`src/rtl/instr_buffer_pkg.sv`:
```
// Shared constants and entry type for the fetch-to-decode instruction buffer.
package instr_buffer_pkg;

    localparam int          IB_DEPTH     = 8;
    localparam int          IB_AF_MARGIN = 2;
    localparam logic [31:0] RESET_PC     = 32'h1c00_0000;

    typedef struct packed {
        logic [31:0] pc;
        logic [31:0] instr;
    } ib_entry_t;

endpackage

```
`src/rtl/ib_mem.sv`:
```
// Instruction buffer storage: one synchronous write port, one asynchronous read port.
// Contents are never reset; the owner masks stale data with its occupancy count.
module ib_mem
    import instr_buffer_pkg::*;
#(
    parameter int  DEPTH = IB_DEPTH,
    localparam int PW    = $clog2(DEPTH)
) (
    input  logic          clk,
    input  logic          we,
    input  logic [PW-1:0] waddr,
    input  logic [31:0]   wr_pc,
    input  logic [31:0]   wr_instr,
    input  logic [PW-1:0] raddr,
    output logic [31:0]   rd_pc,
    output logic [31:0]   rd_instr
);

    ib_entry_t mem [DEPTH];

    always_ff @(posedge clk) begin
        if (we) begin
            mem[waddr] <= '{pc: wr_pc, instr: wr_instr};
        end
    end

    // Combinational read gives first-word-fall-through at the buffer head.
    assign rd_pc    = mem[raddr].pc;
    assign rd_instr = mem[raddr].instr;

endmodule

```
`src/rtl/instr_buffer.sv`:
```
// Circular FWFT instruction buffer between fetch and decode, with registered
// almost-full backpressure, branch flush and a sticky overflow flag.
module instr_buffer
    import instr_buffer_pkg::*;
#(
    parameter int DEPTH     = IB_DEPTH,
    parameter int AF_MARGIN = IB_AF_MARGIN
) (
    input  logic                   clk,
    input  logic                   rstn,
    input  logic [31:0]            pc_in,
    input  logic [31:0]            instr_in,
    input  logic                   valid_in,
    input  logic                   flush,
    input  logic                   ready_ID,
    output logic [31:0]            pc_out,
    output logic [31:0]            instr_out,
    output logic                   valid_out,
    output logic                   stall_full_instr,
    output logic [$clog2(DEPTH):0] count,
    output logic                   err_overflow
);

    localparam int              PW        = $clog2(DEPTH);
    localparam int              CW        = PW + 1;
    localparam logic [CW-1:0]   FULL_CNT  = CW'(DEPTH);
    localparam logic [CW-1:0]   AF_THRESH = CW'(DEPTH - AF_MARGIN);

    logic [PW-1:0] head_q, head_d;
    logic [PW-1:0] tail_q, tail_d;
    logic [CW-1:0] count_q, count_d;
    logic          stall_q, stall_d;
    logic          err_q, err_d;

    logic          not_empty;
    logic          full;
    logic          push;
    logic          pop;
    logic [31:0]   head_pc;
    logic [31:0]   head_instr;

    ib_mem #(.DEPTH(DEPTH)) u_mem (
        .clk      (clk),
        .we       (push),
        .waddr    (tail_q),
        .wr_pc    (pc_in),
        .wr_instr (instr_in),
        .raddr    (head_q),
        .rd_pc    (head_pc),
        .rd_instr (head_instr)
    );

    always_comb begin
        not_empty = (count_q != '0);
        full      = (count_q == FULL_CNT);
        valid_out = not_empty & ~flush;
        pop       = valid_out & ready_ID;
        // When full, a push is still accepted if the head leaves in the same cycle.
        push      = valid_in & ~flush & (~full | pop);

        head_d    = head_q;
        tail_d    = tail_q;
        count_d   = count_q;
        stall_d   = ~flush & (count_q >= AF_THRESH);
        err_d     = err_q | (valid_in & ~flush & full & ~pop);

        if (flush) begin
            head_d  = '0;
            tail_d  = '0;
            count_d = '0;
        end else begin
            if (push) begin
                tail_d = tail_q + 1'b1;
            end
            if (pop) begin
                head_d = head_q + 1'b1;
            end
            case ({push, pop})
                2'b10:   count_d = count_q + 1'b1;
                2'b01:   count_d = count_q - 1'b1;
                default: count_d = count_q;
            endcase
        end

        // Storage is unreset, so hide it whenever the buffer is empty.
        pc_out    = not_empty ? head_pc    : '0;
        instr_out = not_empty ? head_instr : '0;
    end

    always_ff @(posedge clk or negedge rstn) begin
        if (!rstn) begin
            head_q  <= '0;
            tail_q  <= '0;
            count_q <= '0;
            stall_q <= 1'b0;
            err_q   <= 1'b0;
        end else begin
            head_q  <= head_d;
            tail_q  <= tail_d;
            count_q <= count_d;
            stall_q <= stall_d;
            err_q   <= err_d;
        end
    end

    assign count            = count_q;
    assign stall_full_instr = stall_q;
    assign err_overflow     = err_q;

endmodule

```
`config.mk`:
```
export PLATFORM = sky130hd
export DESIGN_NAME = instr_buffer
export DESIGN_NICKNAME = d
export VERILOG_FILES = /design/src/rtl/instr_buffer_pkg.sv /design/src/rtl/ib_mem.sv /design/src/rtl/instr_buffer.sv
export SDC_FILE = /design/constraint.sdc
export NUM_CORES = 1
export LEC_CHECK = 0
export BUFFER_PORTS_ARGS = -buffer_cell sky130_fd_sc_hd__buf_4
export CORE_MARGIN = 2
export CORE_UTILIZATION = 42
export CTS_CLUSTER_SIZE = 10
export DETAILED_ROUTE_END_ITERATION = 8
export GPL_TIMING_DRIVEN = 0
export PLACE_DENSITY = 0.71
export SETUP_SLACK_MARGIN = 0.02
export SYNTH_ARGS = -nofsm -noshare
export SYNTH_HDL_FRONTEND = slang
export SYNTH_HIERARCHICAL = 1
export SYNTH_SLANG_ARGS = --single-unit
```
`constraint.sdc`:
```
create_clock -name clk -period 15.1 [get_ports clk]
set_input_delay 2.265 -clock clk [delete_from_list [all_inputs] [get_ports clk]]
set_output_delay 2.265 -clock clk [all_outputs]
set_load 0.02 [all_outputs]
```
After elaboration in Yosys (flattened, before gate mapping)

Memory sizes are Yosys's and may differ from the RTL's.
Cells that the tools add are included.

Memories: 1
Bits in registers: 12
Input port bits: 69
RAM bits: 512
Output and inout bits: 71

Add/sub/neg operators: 4
Order comparisons: 1
Reduce and logical (&&, ||, !) cells: 4
Bitwise gates (word level): 12
Eq/ne operators: 3
Mux-type cells: 10

Memory list:

| name      | words | width | read ports | clocked after Yosys merged registers in | wr ports | line         | RTL |
|---|---|---|---|---|---|---|---|
| u_mem.mem | 8     | 64    | 1          | 0                                       | 1        | ib_mem.sv:19 | `ib_entry_t mem [DEPTH];` |

Operators by type and width:

| cell                  | count |
|---|---|
| $mux W32              | 2 |
| $mux W3               | 4 |
| $pmux W4 S2           | 1 |
| $and A1 B1 Y1         | 7 |
| $add A3 B1 Y3 const B | 2 |
| $add A4 B1 Y4 const B | 1 |
| $eq A4 B4 Y1 const B  | 1 |
| $ge A4 B3 Y1 const B  | 1 |
| $mux W4               | 1 |
| $reduce_bool A2 Y1    | 2 |
| $reduce_bool A4 Y1    | 1 |
| $sub A4 B1 Y4 const B | 1 |
| $not A1 Y1            | 3 |
| $reduce_bool A3 Y1    | 1 |
| $eq A2 B1 Y1 const B  | 1 |
| $eq A2 B2 Y1 const B  | 1 |
| $mux W1               | 2 |
| $or A1 B1 Y1          | 2 |

Logic depth before layout (Yosys ltp)

Depth in word-level cells: 8
Mapped depth: 9
Gate-level depth less buffers: 8

Modules after synthesis

The synthesis kept the hierarchy.

Modules (own cells, without submodules):

| module       | cells each | times used | area each (µm²) |
|---|---|---|---|
| ib_mem       | 752        | 1          | 19266.0 |
| instr_buffer | 144        | 1          | 1196.1 |

Worst setup path after synthesis

Ideal clock, no wire load.

Kind: in2reg
Start: input port valid_in
End: memory u_mem/mem[0][0] (netlist bit) (enable)
Path slack: 7270 ps
Path buffers: 1
Data required time: 14535 ps
Data arrival time: 7265 ps
Stages on the path: 4
Cells stage by stage: buf_2 -> nor3b_1 -> nand2b_1 -> nor3_1

Word-level cells in the longest chain between the ends: 4

RTL lines:

| item                          | line               | RTL |
|---|---|---|
| start, declared               | instr_buffer.sv:13 | `input logic valid_in,` |
| $and A1 B1 Y1 (2 in a row)    | instr_buffer.sv:59 | `push = valid_in & ~flush & (~full \| pop);` |
| named net push                | instr_buffer.sv:37 | `logic push;` |
| $mux W1                       | ib_mem.sv:22       | `if (we) begin` |
| $mux W1 (implied by the code) | ib_mem.sv:23       | `mem[waddr] <= '{pc: wr_pc, instr: wr_instr};` |
| end, declared                 | ib_mem.sv:19       |  |

The timed path passes the listed nets, and every way through them passes these cells.

Worst setup path after layout

Start: input port flush
End: output port valid_out

Word-level cells in the longest chain between the ends: 2

RTL lines:

| item            | line               | RTL |
|---|---|---|
| start, declared | instr_buffer.sv:14 | `input logic flush,` |
| $not A1 Y1      | instr_buffer.sv:56 | `valid_out = not_empty & ~flush;` |
| $and A1 B1 Y1   | instr_buffer.sv:56 |  |
| end, declared   | instr_buffer.sv:18 | `output logic valid_out,` |

No other way between the ends.

==> impl_metrics.env <==
export IMPL_synth_top_cell_area_share_pct=75.1
export IMPL_cts_buffers=59
export IMPL_slew_headroom_pct=33.6
export IMPL_syn_instance_count=896
export IMPL_clk_pin_slew_ns=0.06
export IMPL_max_cap_viol_count=0
export IMPL_syn2layout_area_growth_pct=19.2
export IMPL_track_usage_pct=16.9
export IMPL_cts_sinks=524
export IMPL_critPathArrivalTime_ns=3.13
export IMPL_period_minus_slack_ns=5.40
export IMPL_powerDensity_mw_per_mm2=162
export IMPL_synth_edf_count=512
export IMPL_yosys_area_top_type="edfxtp_1"
export IMPL_synthesis_area_mm2=0.0205
export IMPL_gp_congestion=0.718
export IMPL_cp_slowest_stage_delay_ns=0.43
export IMPL_ant_nets=0
export IMPL_fmax_mhz=185
export IMPL_cp_data_required_time_ns=12.84
export IMPL_port_buffers=137
export IMPL_hold_path_class="flop to flop"
export IMPL_fin_cells=1763
export IMPL_ir_worst_vdd_mv=0.0944
export IMPL_nets=1194
export IMPL_finClkSkew_ns=0.0196
export IMPL_htreeDepth=2
export IMPL_final_cell_mix="edfxtp_1, buf_4, mux4_2"
export IMPL_die_area_mm2=0.0505
export IMPL_antennaDiodeCount=0
export IMPL_fin_crit_sh_pct=35.7
export IMPL_pin_count=140
export IMPL_dpl_cell_count=1675
export IMPL_tightestPinTransition_ns=0.993
export IMPL_power_mw=3.96
export IMPL_seq_area_frac_synth_pct=76.6
export IMPL_synthAdderAreaFrac_pct=0.245
export IMPL_critical_path_class="input port to output port"
export IMPL_final_hold_viol_count=0
export IMPL_ys_top_cells_by_area="edfxtp_1, mux4_2, mux2_2"
export IMPL_drtIter0Drc=802
export IMPL_syn_avg_cell_area_um2=22.8
export IMPL_async_reset_ff_share_pct=2.29
export IMPL_cts_resized_gates=0
export IMPL_cts_tree="done"
export IMPL_setup_tns_ns=0
export IMPL_die_x_um=225
export IMPL_synth_nets=969
export IMPL_core_area_mm2=0.0479
export IMPL_cts_buffer_depth=3
export IMPL_overflow=0
export IMPL_wire_per_inst_um=23.7
export IMPL_slowest_stage="clkbuf_1"
export IMPL_clkLatencyLatePin_ns=0.61
export IMPL_dpl_hpwl_um=26000
export IMPL_drv_slew=0
export IMPL_synth_compound_area_share_pct=0.538
export IMPL_clockRootBuffer="clkbuf_16"
export IMPL_status="finished, final reports clean"
export IMPL_yosysUniqueCellTypes=40
export IMPL_crit_chain="buf_2 -> clkbuf_1 -> nor2_1 -> buf_4"
export IMPL_setup_viol=0
export IMPL_ys_warn_count=6
export IMPL_cp_start_kind="input port"
export IMPL_postCtsSetupRepairBufs=0
export IMPL_wl_um=41700
export IMPL_ctsHoldBuffers=0
export IMPL_synth_top_family_by_area="multiplexers"
export IMPL_fp_dieH_um=225
export IMPL_hold_worst_slack_ns=0.481
export IMPL_cp_max_fo=10
export IMPL_synth_mux_area_share_pct=17.8
export IMPL_synth_top_flop_cell="edfxtp_1"
export IMPL_ys_seq_elements=524
export IMPL_vias_per_cell=5.39
export IMPL_grt_max_degree=26
export IMPL_drc=0
export IMPL_p_leak_nw=7.89
export IMPL_antenna_found_initial=2
export IMPL_synth_xor_area_share_pct=0.342
export IMPL_drt_pass1_iter_count=5
export IMPL_num_rows=80
export IMPL_final_common_cell="edfxtp_1"
export IMPL_start_util_pct=42.7
export IMPL_grt_pass1_wl_um=62500
export IMPL_synthSimpleGateAreaFrac_pct=3.02
export IMPL_vias=9499
export IMPL_rsz0062_at_grt="no"
export IMPL_layout_drive_gt1_share_pct=40.0
export IMPL_crit_path_end_kind="output port"
export IMPL_grt_pass1_vias=10000
[Yosys cell counts (all sizes together) (3+ instances only)]
| cell type | count |
|---|---|
| xor2 | 7 |
| nor2 | 16 |
| edfxtp | 512 |
| nand2b | 4 |
| and2 | 64 |
| a21oi | 3 |
| mux2 | 66 |
| nand3 | 4 |
| inv | 3 |
| dfrtp | 12 |
| mux4 | 128 |
| ha | 4 |
| nand2 | 5 |
| clkbuf | 16 |
| buf | 30 |
[per-stage QoR]
step	utilization [%]	instance area (um^2)	worst slack, ns
global route	50.9	24400	9.60
finish	50.9	24400	9.70
CTS	50.9	24400	9.70
floorplan	-	20500	7.27
detailed placement	47.5	22800	9.72
global placement	46.4	22300	2.64
[metal layers]
metal  part of all wire [%]  global-route usage [%]
met1                     44                    23.6
met5                  0.062                       0
met3                    5.9                    4.14
met4                    1.8                    4.38
met2                     48                    27.0
[final cells by class]
type / instances / area [um^2]
clock inverter: 4 / 37.5
inverter: 3 / 11.3
tap: 615 / 769
multi-input combinational: 323 / 4540
fill: 3706 / 23600
timing repair buffer: 164 / 1470
buffer: 46 / 288
sequential: 524 / 15700
clock buffer: 84 / 1600
[path summary, 6_finish.rpt]
path	endpoint	start	cells past startpoint	slack, ns
hold / removal	err_overflow	err_overflow	1	0.48
hold reg to reg	err_overflow	err_overflow	1	0.48
max in group asynchronous	count[0]	rstn	1	13.43
min in group asynchronous	head_q[1]	rstn	1	1.50
setup / recovery	valid_out	flush	4	9.70
setup reg to reg	u_mem/mem[0][42]	count[0]	8	11.97
[power by group]
group / internal, mW / switching [mW]
clock: 0.722 / 0.514
combinational: 0.521 / 0.556
sequential: 1.63 / 0.0159
[sequential cells by signal, summed over array words and instances (netlist names)]
name,count
count,4
err_overflow,1
head_q,3
stall_full_instr,1
tail_q,3
u_mem/mem,512
[cells by family (layout without fill, tap and decap cells)]
family / after synthesis / after routing
fa+ha+maj: 4 / 4
flops: 524 / 524
compound gates: 12 / 12
mux: 195 / 195
xor+xnor: 8 / 8
buf+inv: 49 / 301
simple gates: 104 / 104
[critical path: cells and delay by family]
family	cells	cell delay [ns]
buffers and inverters	3	0.77
AND/OR/NAND/NOR	1	0.10
Power figures use the tool's default switching activity.
